--- config.mk ---
export PLATFORM = sky130hd
export DESIGN_NAME = spi_slave_rx
export DESIGN_NICKNAME = d
export VERILOG_FILES = /design/src/rtl/spi_pkg.sv /design/src/rtl/spi_sync_edge.sv /design/src/rtl/spi_slave_rx.sv
export SDC_FILE = /design/constraint.sdc
export NUM_CORES = 1
export LEC_CHECK = 0
export CORE_UTILIZATION = 45
export CTS_CLUSTER_SIZE = 40
export DETAILED_ROUTE_END_ITERATION = 7
export PLACE_DENSITY = 0.73
export SYNTH_ARGS = -nofsm -noshare
export SYNTH_HDL_FRONTEND = slang
export SYNTH_HIERARCHICAL = 1
export SYNTH_SLANG_ARGS = --single-unit
--- constraint.sdc ---
create_clock -name clk -period 3.4 [get_ports clk]
set_clock_uncertainty 0.1 [all_clocks]
set_input_delay 0.68 -clock clk [delete_from_list [all_inputs] [get_ports clk]]
set_output_delay 0.68 -clock clk [all_outputs]
set_load 0.05 [all_outputs]
--- src/rtl/spi_pkg.sv ---
`default_nettype none
// ============================================================================
// Module      : spi_pkg
// Description : Definitions shared by the SPI link blocks. These are the frame
//               width shared with spi_master, the default synchronizer depth
//               and the receive FSM state encoding.
// Revision    : 1.0 - initial release
// ============================================================================
package spi_pkg;

  // Frame width used by both ends of the link.
  localparam int SPI_DATA_W      = 12;
  // Default flip-flop depth for asynchronous pin synchronizers.
  localparam int SPI_SYNC_STAGES = 2;

  typedef enum logic [1:0] {
    IDLE = 2'd0,
    RECV = 2'd1,
    HOLD = 2'd2
  } spi_rx_state_t;

endpackage
`default_nettype wire

--- src/rtl/spi_sync_edge.sv ---
`default_nettype none
// ============================================================================
// Module      : spi_sync_edge
// Description : Multi-flop synchronizer followed by one history flop. It gives
//               the synchronized level and single-cycle rise/fall strobes of
//               an asynchronous input.
// Ports       : clk   - system clock
//               rst   - synchronous active-high reset
//               din   - asynchronous input pin
//               level - synchronized level (last synchronizer stage)
//               rise  - one-clk strobe on a synchronized 0->1 transition
//               fall  - one-clk strobe on a synchronized 1->0 transition
// Revision    : 1.0 - initial release
// ============================================================================
module spi_sync_edge #(
  parameter int STAGES    = 2,     // minimum 2
  parameter bit RESET_VAL = 1'b0   // idle level of the pin
) (
  input  logic clk,
  input  logic rst,
  input  logic din,
  output logic level,
  output logic rise,
  output logic fall
);

  logic [STAGES-1:0] sync;
  logic              hist;

  always_ff @(posedge clk) begin
    if (rst) begin
      sync <= {STAGES{RESET_VAL}};
      hist <= RESET_VAL;
    end else begin
      sync <= {sync[STAGES-2:0], din};
      hist <= sync[STAGES-1];
    end
  end

  assign level = sync[STAGES-1];
  assign rise  = level & ~hist;
  assign fall  = ~level & hist;

endmodule
`default_nettype wire

--- src/rtl/spi_slave_rx.sv ---
`default_nettype none
// ============================================================================
// Module      : spi_slave_rx
// Description : SPI receive endpoint (cs active-low, mode with data sampled on
//               rising sclk). It works entirely in the clk domain by
//               oversampling sclk/cs/mosi. It reassembles DATA_W-bit frames
//               and presents each frame on dout with a one-clk done strobe.
//               Short (aborted) or over-clocked frames raise a one-clk
//               frame_err strobe.
// Ports       : clk       - system clock
//               rst       - synchronous active-high reset
//               sclk      - serial clock from master (asynchronous)
//               mosi      - serial data from master (asynchronous)
//               cs        - chip select, active-low (asynchronous)
//               dout      - last complete frame, held until the next one
//               done      - one-clk pulse when dout updates
//               frame_err - one-clk pulse on an aborted/over-clocked frame
// Revision    : 1.0 - initial release
// ============================================================================
module spi_slave_rx
  import spi_pkg::*;
#(
  parameter int DATA_W      = SPI_DATA_W,
  parameter int SYNC_STAGES = SPI_SYNC_STAGES,
  parameter bit LSB_FIRST   = 1'b1
) (
  input  logic              clk,
  input  logic              rst,
  input  logic              sclk,
  input  logic              mosi,
  input  logic              cs,
  output logic [DATA_W-1:0] dout,
  output logic              done,
  output logic              frame_err
);

  localparam int CNT_W = $clog2(DATA_W + 1);
  localparam logic [CNT_W-1:0] CNT_FULL = CNT_W'(DATA_W);
  localparam logic [CNT_W-1:0] CNT_LAST = CNT_W'(DATA_W - 1);

  // The synchronizer chains need SYNC_STAGES+1 clocks after reset before
  // their level and history flops both reflect the real pins.
  localparam int SETTLE   = SYNC_STAGES + 1;
  localparam int SETTLE_W = $clog2(SETTLE + 1);

  // --------------------------------------------------------------------------
  // Input synchronization and edge detection
  // --------------------------------------------------------------------------
  logic sclk_lvl, sclk_rise, sclk_fall;
  logic cs_lvl, cs_rise, cs_fall;
  logic [SYNC_STAGES-1:0] mosi_sync;
  logic mosi_s;

  spi_sync_edge #(.STAGES(SYNC_STAGES), .RESET_VAL(1'b0)) u_sclk_sync (
    .clk   (clk),
    .rst   (rst),
    .din   (sclk),
    .level (sclk_lvl),
    .rise  (sclk_rise),
    .fall  (sclk_fall)
  );

  spi_sync_edge #(.STAGES(SYNC_STAGES), .RESET_VAL(1'b1)) u_cs_sync (
    .clk   (clk),
    .rst   (rst),
    .din   (cs),
    .level (cs_lvl),
    .rise  (cs_rise),
    .fall  (cs_fall)
  );

  // mosi has the same depth as sclk, so the sampled bit lines up with the
  // rise strobe.
  always_ff @(posedge clk) begin
    if (rst) begin
      mosi_sync <= '0;
    end else begin
      mosi_sync <= {mosi_sync[SYNC_STAGES-2:0], mosi};
    end
  end
  assign mosi_s = mosi_sync[SYNC_STAGES-1];

  // Only the strobes drive the FSM; the levels and sclk fall are not needed.
  logic unused_sync;
  assign unused_sync = &{1'b0, sclk_lvl, sclk_fall, cs_lvl};

  // --------------------------------------------------------------------------
  // Post-reset settle window. This keeps a cs already low at reset release
  // from looking like a fresh falling edge while the chain flushes.
  // --------------------------------------------------------------------------
  logic [SETTLE_W-1:0] settle_cnt;
  logic                settled;

  assign settled = (settle_cnt == SETTLE_W'(SETTLE));

  always_ff @(posedge clk) begin
    if (rst) begin
      settle_cnt <= '0;
    end else if (!settled) begin
      settle_cnt <= settle_cnt + 1'b1;
    end
  end

  // --------------------------------------------------------------------------
  // Receive FSM and datapath
  // --------------------------------------------------------------------------
  spi_rx_state_t     state, state_nxt;
  logic [CNT_W-1:0]  bit_cnt, bit_cnt_nxt;
  logic [DATA_W-1:0] shreg, shreg_nxt, shifted;
  logic              ovf, ovf_nxt;
  logic [DATA_W-1:0] dout_nxt;
  logic              done_nxt, err_nxt;

  // After DATA_W shifts, the first bit lands in dout[0] (LSB first) or in
  // dout[DATA_W-1] (MSB first).
  generate
    if (LSB_FIRST) begin : g_lsb_first
      assign shifted = {mosi_s, shreg[DATA_W-1:1]};
    end else begin : g_msb_first
      assign shifted = {shreg[DATA_W-2:0], mosi_s};
    end
  endgenerate

  always_ff @(posedge clk) begin
    if (rst) begin
      state     <= IDLE;
      bit_cnt   <= '0;
      shreg     <= '0;
      ovf       <= 1'b0;
      dout      <= '0;
      done      <= 1'b0;
      frame_err <= 1'b0;
    end else begin
      state     <= state_nxt;
      bit_cnt   <= bit_cnt_nxt;
      shreg     <= shreg_nxt;
      ovf       <= ovf_nxt;
      dout      <= dout_nxt;
      done      <= done_nxt;
      frame_err <= err_nxt;
    end
  end

  always_comb begin
    state_nxt   = state;
    bit_cnt_nxt = bit_cnt;
    shreg_nxt   = shreg;
    ovf_nxt     = ovf;
    dout_nxt    = dout;
    done_nxt    = 1'b0;
    err_nxt     = 1'b0;

    case (state)
      IDLE: begin
        if (cs_fall && settled) begin
          state_nxt   = RECV;
          bit_cnt_nxt = '0;
          shreg_nxt   = '0;
          ovf_nxt     = 1'b0;
        end
      end

      RECV: begin
        // A cs_rise takes priority over a coincident sclk_rise. That bit is
        // dropped, so the frame is judged on the count without it.
        if (cs_rise) begin
          state_nxt = IDLE;
          err_nxt   = (bit_cnt < CNT_FULL);
        end else if (sclk_rise) begin
          shreg_nxt = shifted;
          if (bit_cnt != CNT_FULL) begin
            bit_cnt_nxt = bit_cnt + 1'b1;
          end
          if (bit_cnt == CNT_LAST) begin
            dout_nxt  = shifted;
            done_nxt  = 1'b1;
            state_nxt = HOLD;
          end
        end
      end

      HOLD: begin
        if (cs_rise) begin
          state_nxt = IDLE;
          err_nxt   = ovf;
        end else if (sclk_rise) begin
          ovf_nxt = 1'b1;
        end
      end

      default: state_nxt = IDLE;
    endcase
  end

endmodule
`default_nettype wire
==> parameters.txt, run 1 <==
Parameter                              Value

Status
  Status ... finished clean

Placement
  Final GP Congestion ... 0.833
  Port-buffer cells ... 18
  Post-DP HPWL ... 2120 um

Floorplanning
  Chip width ... 63.4 um
  Starting density of the core ... 48.8%
  Core footprint ... 3470 um2
  Cell row count ... 21
  Die footprint ... 4010 um2
  I/O pin cnt ... 19
  Die span in y ... 63.4 um

Synth
  Cell area after synthesis ... 1690 um2
  Avg Cell Area, Syn ... 8.60 um2
  Post-synthesis net count ... 208
  Count of mapped cells out of synthesis ... 197
  Synth Warn # ... 6

Pwr
  Static leakage power ... 0.696 nW
  Switch share ... 23.4%
  Part of the total power dissipated in sequential elements ... 49.7%
  Part of the power in combinational logic ... 11.9%
  Power per unit of standard cell area ... 512 nW/um2
  Cell-internal power ... 0.000785 W
  Clock group share of total power ... 38.4%
  Worst VDD drop ... 0.000339 V
  Net switching power ... 0.000240 W

Timing
  Count of endpoints failing setup in the final report ... 0
  Final hold violation count ... 0
  Final critical-path share of the clock period ... 67.9%
  Final Max Tran Viols ... 0
  Unrepaired setup endpoints after global routing ... no
  Tightest Pin Transition ... 0.580 ns
  Slew margin rel. ... 61.3%
  Final sum of negative setup slack ... 0 ns
  Post-layout minimum cycle time ... 2.31 ns
  Hold_ws ... 0.312 ns
  Maximum clock rate ... 0.433 GHz

Worst setup path
  Startpoint type of the worst setup path ... flop
  Category of cells accounting for the largest share of critical-path delay ... simple AND/OR/NAND/NOR gates
  Number of buffers and inverters on the critical path ... 1
  Critical Setup Path Class ... reg2reg
  Critical Path Fanout Max ... 19
  Crit path required time ... 3.52 ns
  Endpoint kind of the worst setup timing path ... flop
  Max stage delay cell, worst path ... ha_1
  Delay of the slowest cell on the worst path ... 0.52 ns
  Data arrival at the endpoint of the critical path ... 2.43 ns
  Cell-by-cell trace of the critical path ... inv_1, ha_1, and3b_1, and3_1, nand2_1, a21oi_1

Route
  Total via count in the routed design ... 1311
  WL per Instance ... 11.9 um
  Number of nets with antenna violations after detailed routing ... 0
  First-pass iteration count of the detailed router ... 4
  Via-per-instance ratio ... 5.06
  DR iter-0 viols ... 73
  Residual DRC ... 0
  Final routed wirelength across all metal layers ... 3070 um

Clock tree
  Sinks on the clock net ... 42
  Post CTS Setup Buffer Count ... 0
  Inserted Clock Buffers ... 5
  Clock transition at the register clock pins on the worst setup and hold paths after CTS ... 0.07 ns
  Post-CTS Hold Fix Bufs ... 0
  Buffer type at the clock tree root ... clkbuf_8
  Clock tree from TritonCTS ... built
  Max Buffers Root-to-Sink ... 2
  Skew-Pair Late Insertion Delay ... 0.29 ns
  H-tree Lvls ... 2
  Post-cts repair resize count ... 0

Global routing
  Met1 capacity usage during global routing ... 22.9%
  Largest net degree at the start of global routing ... 28
  Met2 capacity usage during global routing ... 24.6%
  Initial antenna violation count ... 0
  Via count of the first global-routing pass ... 1202
  Met3 global-route usage ... 4.53%
  Remaining global-route overflow ... 0
  Overall fraction of global-route tracks in use ... 16.8%
  Most Used Layer, Global Route ... met2
  Wire length of the first global-routing pass ... 5370 um

Worst hold path
  Class of the worst hold path ... reg2reg

Cells and area
  Layout cell share with drive strength beyond 1 ... 4.69%
  Area overhead of the layout relative to synthesis ... 18.2%
  Antenna cell count ... 0
  Net count, final ... 224
  Filler cell count in the final layout ... 338

Job
  Max-cap check violation count ... 0
[cells in the final DEF (no fill, tap or decap)]
cell	n
a21oi_1	30
a221oi_1	1
dfxtp_1	42
clkdlybuf4s50_1	18
inv_1	6
or3_1	1
nand2_2	1
and3b_1	1
o21a_1	1
mux2i_1	2
a41oi_1	1
o21ai_0	6
and4b_1	1
o211ai_1	1
buf_4	2
nand2_1	37
nor2b_1	9
or4b_1	1
a22oi_1	1
and2b_1	2
nor2_1	7
nand4b_1	4
xor2_1	1
bufinv_16	1
clkbuf_8	6
or2_1	3
nand3_1	13
ha_1	6
nor3_1	2
a31oi_1	2
and3_1	2
a21bo_1	1
a21boi_0	1
[final timing paths]
| kind | from | to | slack [ns] | depth (start not counted) |
|---|---|---|---|---|
| setup / recovery | state[1] | dout[3] | 1.09 | 6 |
| hold reg to reg | u_cs_sync/sync[0] | u_cs_sync/sync[1] | 0.31 | 1 |
| setup reg to reg | state[1] | dout[3] | 1.09 | 6 |
| hold / removal | u_cs_sync/sync[0] | u_cs_sync/sync[1] | 0.31 | 1 |
[power by group through the flow]
stage / registers, W / clock network [W] / logic [W]
floorplan: 0.000520 / 0 / 0.0000993
global placement: 0.000521 / 0 / 0.000121
detailed placement: 0.000521 / 0 / 0.000122
CTS: 0.000510 / 0.000406 / 0.000122
global route: 0.000511 / 0.000425 / 0.000138
finish: 0.000510 / 0.000394 / 0.000121
[worst register-to-register path, delay by kind of cell (launching register included)]
kind	cells	cell delay (ns)
AOI/OAI and AO/OA	1	0.16
adders and majority gates	1	0.52
buffers and inverters	1	0.08
DFF	1	0.33
and+or+nand+nor	3	1.06
[through the flow]
stage                     utilization (%)  instance area, um2  worst slack, ns  std cells  power (W)
after floorplan                         -                1690             1.66        197   0.000620
after global placement               54.5                1890             1.17        252   0.000642
after detailed placement             54.5                1890             1.09        252   0.000643
after CTS                            57.7                2000             1.09        259    0.00104
after global routing                 57.7                2000            0.845        259    0.00107
final                                57.7                2000             1.09        259    0.00102
[flip-flops by register name (all words and copies together), names as in the netlist]
name	cells
mosi_sync	2
bit_cnt	4
u_cs_sync/sync	2
shreg	11
state	2
u_cs_sync/hist	1
done	1
settle_cnt	2
ovf	1
dout	12
frame_err	1
u_sclk_sync/hist	1
u_sclk_sync/sync	2
[metal layers]
layer	wire length, um	vias up
li1	-	696
met1	1520	578
met2	1380	35
met3	154	2
met4	14	0
met5	0	-
[layout make-up]
cell class / count / area [um2] / area share [%]
Timing Repair Buffer: 20 / 195 / 9.75
Inverter: 6 / 22.5 / 1.13
Clock buffer: 6 / 82.6 / 4.13
Multi-Input combinational cell: 138 / 773 / 38.6
Sequential cell: 42 / 841 / 42.0
Clock inverter: 1 / 30.0 / 1.50
Tap cell: 46 / 57.6 / 2.88
Power figures use the tool's default switching activity.
==> run 2, diff against run 1 <==
Clock period 3.4 ns to 2.15 ns, I/O delays scaled along.
==> run 2 against run 1 <==
  * Worst setup slack worse by 0.91 ns
  * Clock-buffer cell count up 1
  * Worst hold slack worse by 0.0033 ns
  * Register-to-register slack worse by 0.85 ns
  * Sequential share of layout area up 0.13 points
  * Final area down 0.31%
  * Flip-flop and latch count unchanged
  * Largest power group unchanged
  * Critical path type is now reg2out
==> parameters.txt, run 2 (synthesis gave the netlist of run 1 again) <==
Parameter                              Value

Timing
  Slew margin rel. ... 65.3%
  Count of endpoints failing setup in the final report ... 0
  Post-layout minimum cycle time ... 1.97 ns
  Hold_ws ... 0.309 ns
  Final sum of negative setup slack ... 0 ns
  Final critical-path share of the clock period ... 91.6%
  Tightest Pin Transition ... 0.519 ns
  Maximum clock rate ... 0.508 GHz
  Unrepaired setup endpoints after global routing ... no
  Final hold violation count ... 0
  Final Max Tran Viols ... 0

Route
  Residual DRC ... 0
  DR iter-0 viols ... 70
  Via-per-instance ratio ... 5.20
  Final routed wirelength across all metal layers ... 3090 um
  First-pass iteration count of the detailed router ... 4
  Number of nets with antenna violations after detailed routing ... 0
  Total via count in the routed design ... 1363
  WL per Instance ... 11.8 um

Placement
  Placement-stage cell area ... 1900 um2
  Port-buffer cells ... 18
  Final GP Congestion ... 0.813
  Placed cell count ... 254
  Post-DP HPWL ... 2100 um

Floorplanning
  Chip width ... 63.4 um
  Cell row count ... 21
  I/O pin cnt ... 19
  Starting density of the core ... 48.8%
  Core footprint ... 3470 um2
  Die footprint ... 4010 um2
  Die span in y ... 63.4 um

Clock tree
  Clock tree from TritonCTS ... built
  Max Buffers Root-to-Sink ... 2
  Post-cts repair resize count ... 0
  Buffer type at the clock tree root ... clkbuf_8
  Clock transition at the register clock pins on the worst setup and hold paths after CTS ... 0.07 ns
  Sinks on the clock net ... 42
  Post-CTS Hold Fix Bufs ... 0
  H-tree Lvls ... 2
  Post CTS Setup Buffer Count ... 0
  Skew-Pair Late Insertion Delay ... 0.29 ns
  Inserted Clock Buffers ... 5

Worst hold path
  Class of the worst hold path ... reg2reg
  Worst min-delay path startpoint ... u_cs_sync/sync[0]
  WHS Path Cells ... 1
  Endpoint with the worst hold slack ... u_cs_sync/sync[1]

Cells and area
  Register bank with the most flops ... dout
  Most frequent cells in the layout ... dfxtp_1 (42), nand2_1 (37), a21oi_1 (30)
  Finished layout cell area ... 2000 um2
  Net count, final ... 226
  Area overhead of the layout relative to synthesis ... 17.8%
  Non-filler cells, final ... 262
  Antenna cell count ... 0
  Filler cell count in the final layout ... 330
  Largest regs ... dout: 12 flops, shreg: 11 flops, bit_cnt: 4 flops
  Flip-flop count of the largest register after layout ... 12
  Layout cell share with drive strength beyond 1 ... 5.56%
  Most common cell after layout, fill and taps aside ... dfxtp_1

Worst setup path
  Delay of the slowest cell on the worst path ... 0.81 ns
  R2R Path Start ... state[0]
  Critical Setup Path Class ... reg2out
  Reg-to-reg critical path endpoint ... bit_cnt[3]
  Startpoint type of the worst setup path ... flop
  Endpoint kind of the worst setup timing path ... output pin
  Critical Path Fanout Max ... 2
  Data arrival at the endpoint of the critical path ... 1.44 ns
  Crit path required time ... 1.62 ns
  Cell-by-cell trace of the critical path ... clkdlybuf4s50_1
  Max stage delay cell, worst path ... clkdlybuf4s50_1
  Setup crit start ... dout[4]
  Category of cells accounting for the largest share of critical-path delay ... buffers and inverters
  Number of buffers and inverters on the critical path ... 1
  Flop-to-flop setup slack ... 0.24 ns
  Number of cells on the worst reg-to-reg path ... 6

Global routing
  Remaining global-route overflow ... 0
  Wire length of the first global-routing pass ... 5550 um
  Via count of the first global-routing pass ... 1279
  Overall fraction of global-route tracks in use ... 17.9%
  Largest net degree at the start of global routing ... 31
  Initial antenna violation count ... 0

Pwr
  Static leakage power ... 0.697 nW
  Worst VDD drop ... 0.000505 V
  Power per unit of standard cell area ... 762 nW/um2

Status
  Status ... finished clean

Job
  Max-cap check violation count ... 0
==> run 2: worst max-delay path by stage <==
| stage | endpoint | cells past startpoint | slack [ns] |
|---|---|---|---|
| finish | dout[4] | 1 | 0.18 |
| global route | shreg[11] | 6 | 0.007 |
| CTS | dout[11] | 1 | 0.16 |
| detailed placement | bit_cnt[3] | 6 | 0.25 |
| global placement | bit_cnt[3] | 6 | 0.28 |
| floorplan | bit_cnt[3] | 8 | 0.41 |
==> run 2: power breakdown <==
group | switching, W | internal (W)
registers | 0.00000955 | 0.000797
logic | 0.000126 | 0.0000776
clock network | 0.000252 | 0.000259
total | 0.000387 | 0.00113
==> run 2: area by class of cell <==
class,instances,area [um2],area share [%]
clock buffers,7,86.3,4.33
clock inverters,1,5.00,0.251
inverters,6,22.5,1.13
multi-input cells,138,773,38.7
flip-flops and latches,42,841,42.1
well taps,46,57.6,2.88
repair buffers,22,210,10.5
==> run 2: metrics by stage <==
stage	utilization (%)	worst slack (ns)	power, W
floorplan	-	0.414	0.000980
global placement	54.9	0.281	0.00103
detailed placement	54.9	0.250	0.00103
CTS	57.5	0.160	0.00154
global route	57.5	0.00679	0.00160
finish	57.5	0.180	0.00152
==> run 2: layer usage <==
| metal | vias up | GRT usage [%] | wire, um |
|---|---|---|---|
| met1 | 630 | 22.3 | 1530 |
| met3 | 7 | 4.89 | 105 |
| li1 | 703 | - | - |
| met2 | 23 | 27.9 | 1390 |
| met5 | - | 0 | 0 |
| met4 | 0 | 9.38 | 67 |
==> run 3, diff against run 2 <==
Settings changed: GPL_ROUTABILITY_DRIVEN set to 0.
==> results of run 3 <==
The final DEF is identical to that of run 2; final timing and power are the same.
==> RTL edit 1, RTL diff (settings of run 2) <==
Change the package constant `SPI_DATA_W` from 12 to 16.
--- a/src/rtl/spi_pkg.sv
+++ b/src/rtl/spi_pkg.sv
@@ -9,7 +9,7 @@
 package spi_pkg;
 
   // Frame width used by both ends of the link.
-  localparam int SPI_DATA_W      = 12;
+  localparam int SPI_DATA_W      = 16;
   // Default flip-flop depth for asynchronous pin synchronizers.
   localparam int SPI_SYNC_STAGES = 2;
 
Ports: changed (resized dout); port bits go from 19 to 23. The function was not compared with the original's and may differ.
==> RTL edit 1 against run 2 <==
Sequential power grew 21%; setup slack got worse by 29 ps; via count increased by 13%; non-clock buffer count grew 9; cell count increased by 15%; die area up 20%; wire length up 15%; cell area is 21% higher; sequential cell count up 9; total power rose by 18%; sequential share of layout area up 0.17 points; synthesized area is 21% higher; register-to-register slack gained 40 ps.
==> RTL edit 1: results <==
[hold_path]
hp-class = reg -> reg

[finish]
largestRegisters = dout x16, shreg x15, bit_cnt x5
num-nets-final = 260
num_antenna_cells = 0
n_fill_cell = 404
drive_above_1_share_pct = 10.4
multi_input_area_sq_um = 905

[clocking]
insertion_delay_ps = 300
cts_buffers = 5
clock-root-buffer = clkbuf_8
cts.htree.levels = 2
clk_pin_slew_ps = 90
ctsResizeCount = 0

[critical_path]
crit_end = dout[15]
worst-path-max-fanout = 2
cp.arrival_ps = 1470
reg2reg_to = dout[4]
slowest_stage = clkdlybuf4s50_1
critical_path.startpoint = dout[15]
path_delay_family = buffers and inverters
timing.rr.start = bit_cnt[0]
reg2reg_depth = 8
ff2ff_setup_slack_ps = 280
cpPeakStageDelay_ps = 810

[place]
portBuffers = 22
gp_congestion = 0.808
post_dp_cell_area_sq_mm = 0.00232
dp_hpwl_microns = 2440

[global_route]
grt_pass1_vias = 1378
grt_max_degree = 42
grt_pass1_wl_microns = 6280
groute.usage.overall_pct = 16.3

[routing]
detail_route.iter0.violations = 110
first_pass_iters = 4
vias = 1545
wirelength_microns = 3550

[power_and_ir_drop]
peakVddDrop_mv = 0.624
leakage_uw = 0.000854

[logic_synthesis]
syn_nets = 234

[sta]
worstMarginPinSlew_ps = 505

[status]
status = completed
RTL edit 1: where the power goes:
part	internal, uW	switching [uW]
Sequential	964	9.55
Combinational	95.4	144
Clock	263	314
RTL edit 1: worst min path at each step:
stage                             start                   to  slack (ps)  depth (start not counted)
floorplan             u_cs_sync/sync[0]    u_cs_sync/sync[1]         280                          1
global placement      u_cs_sync/sync[0]    u_cs_sync/sync[1]         290                          1
detailed placement    u_cs_sync/sync[0]    u_cs_sync/sync[1]         290                          1
CTS                   u_cs_sync/sync[0]    u_cs_sync/sync[1]         310                          1
global route        u_sclk_sync/sync[0]  u_sclk_sync/sync[1]         360                          1
finish                u_cs_sync/sync[0]    u_cs_sync/sync[1]         310                          1
RTL edit 1: stage by stage:
step / cells / worst slack (ps)
floorplan: 222 / 438
finish: 301 / 151
CTS: 301 / 124
global route: 301 / 103
detailed placement: 293 / 301
global placement: 293 / 352
RTL edit 1: worst register-to-register path, cell delays in order (launching register included):
cell and delay (ps):
dfxtp_1 350, ha_1 230, and3_1 190, ha_1 180, nand2_1 110, or2_1 220, buf_4 220, nand2_1 70
a21oi_1 130
RTL edit 1: area by class of cell:
cell class | instances | area share, %
Clock buffer | 6 | 3.42
Sequential cell | 51 | 42.3
Multi-Input combinational cell | 152 | 37.5
Timing Repair Buffer | 31 | 12.4
Clock inverter | 2 | 0.570
Tap cell | 52 | 2.70
Inverter | 7 | 1.09
RTL edit 1: metal layers:
metal / GRT usage [%] / wire length [microns]
met1: 22.5 / 1800
met2: 23.6 / 1570
met3: 3.92 / 111
met4: 8.16 / 73
met5: 0 / 0
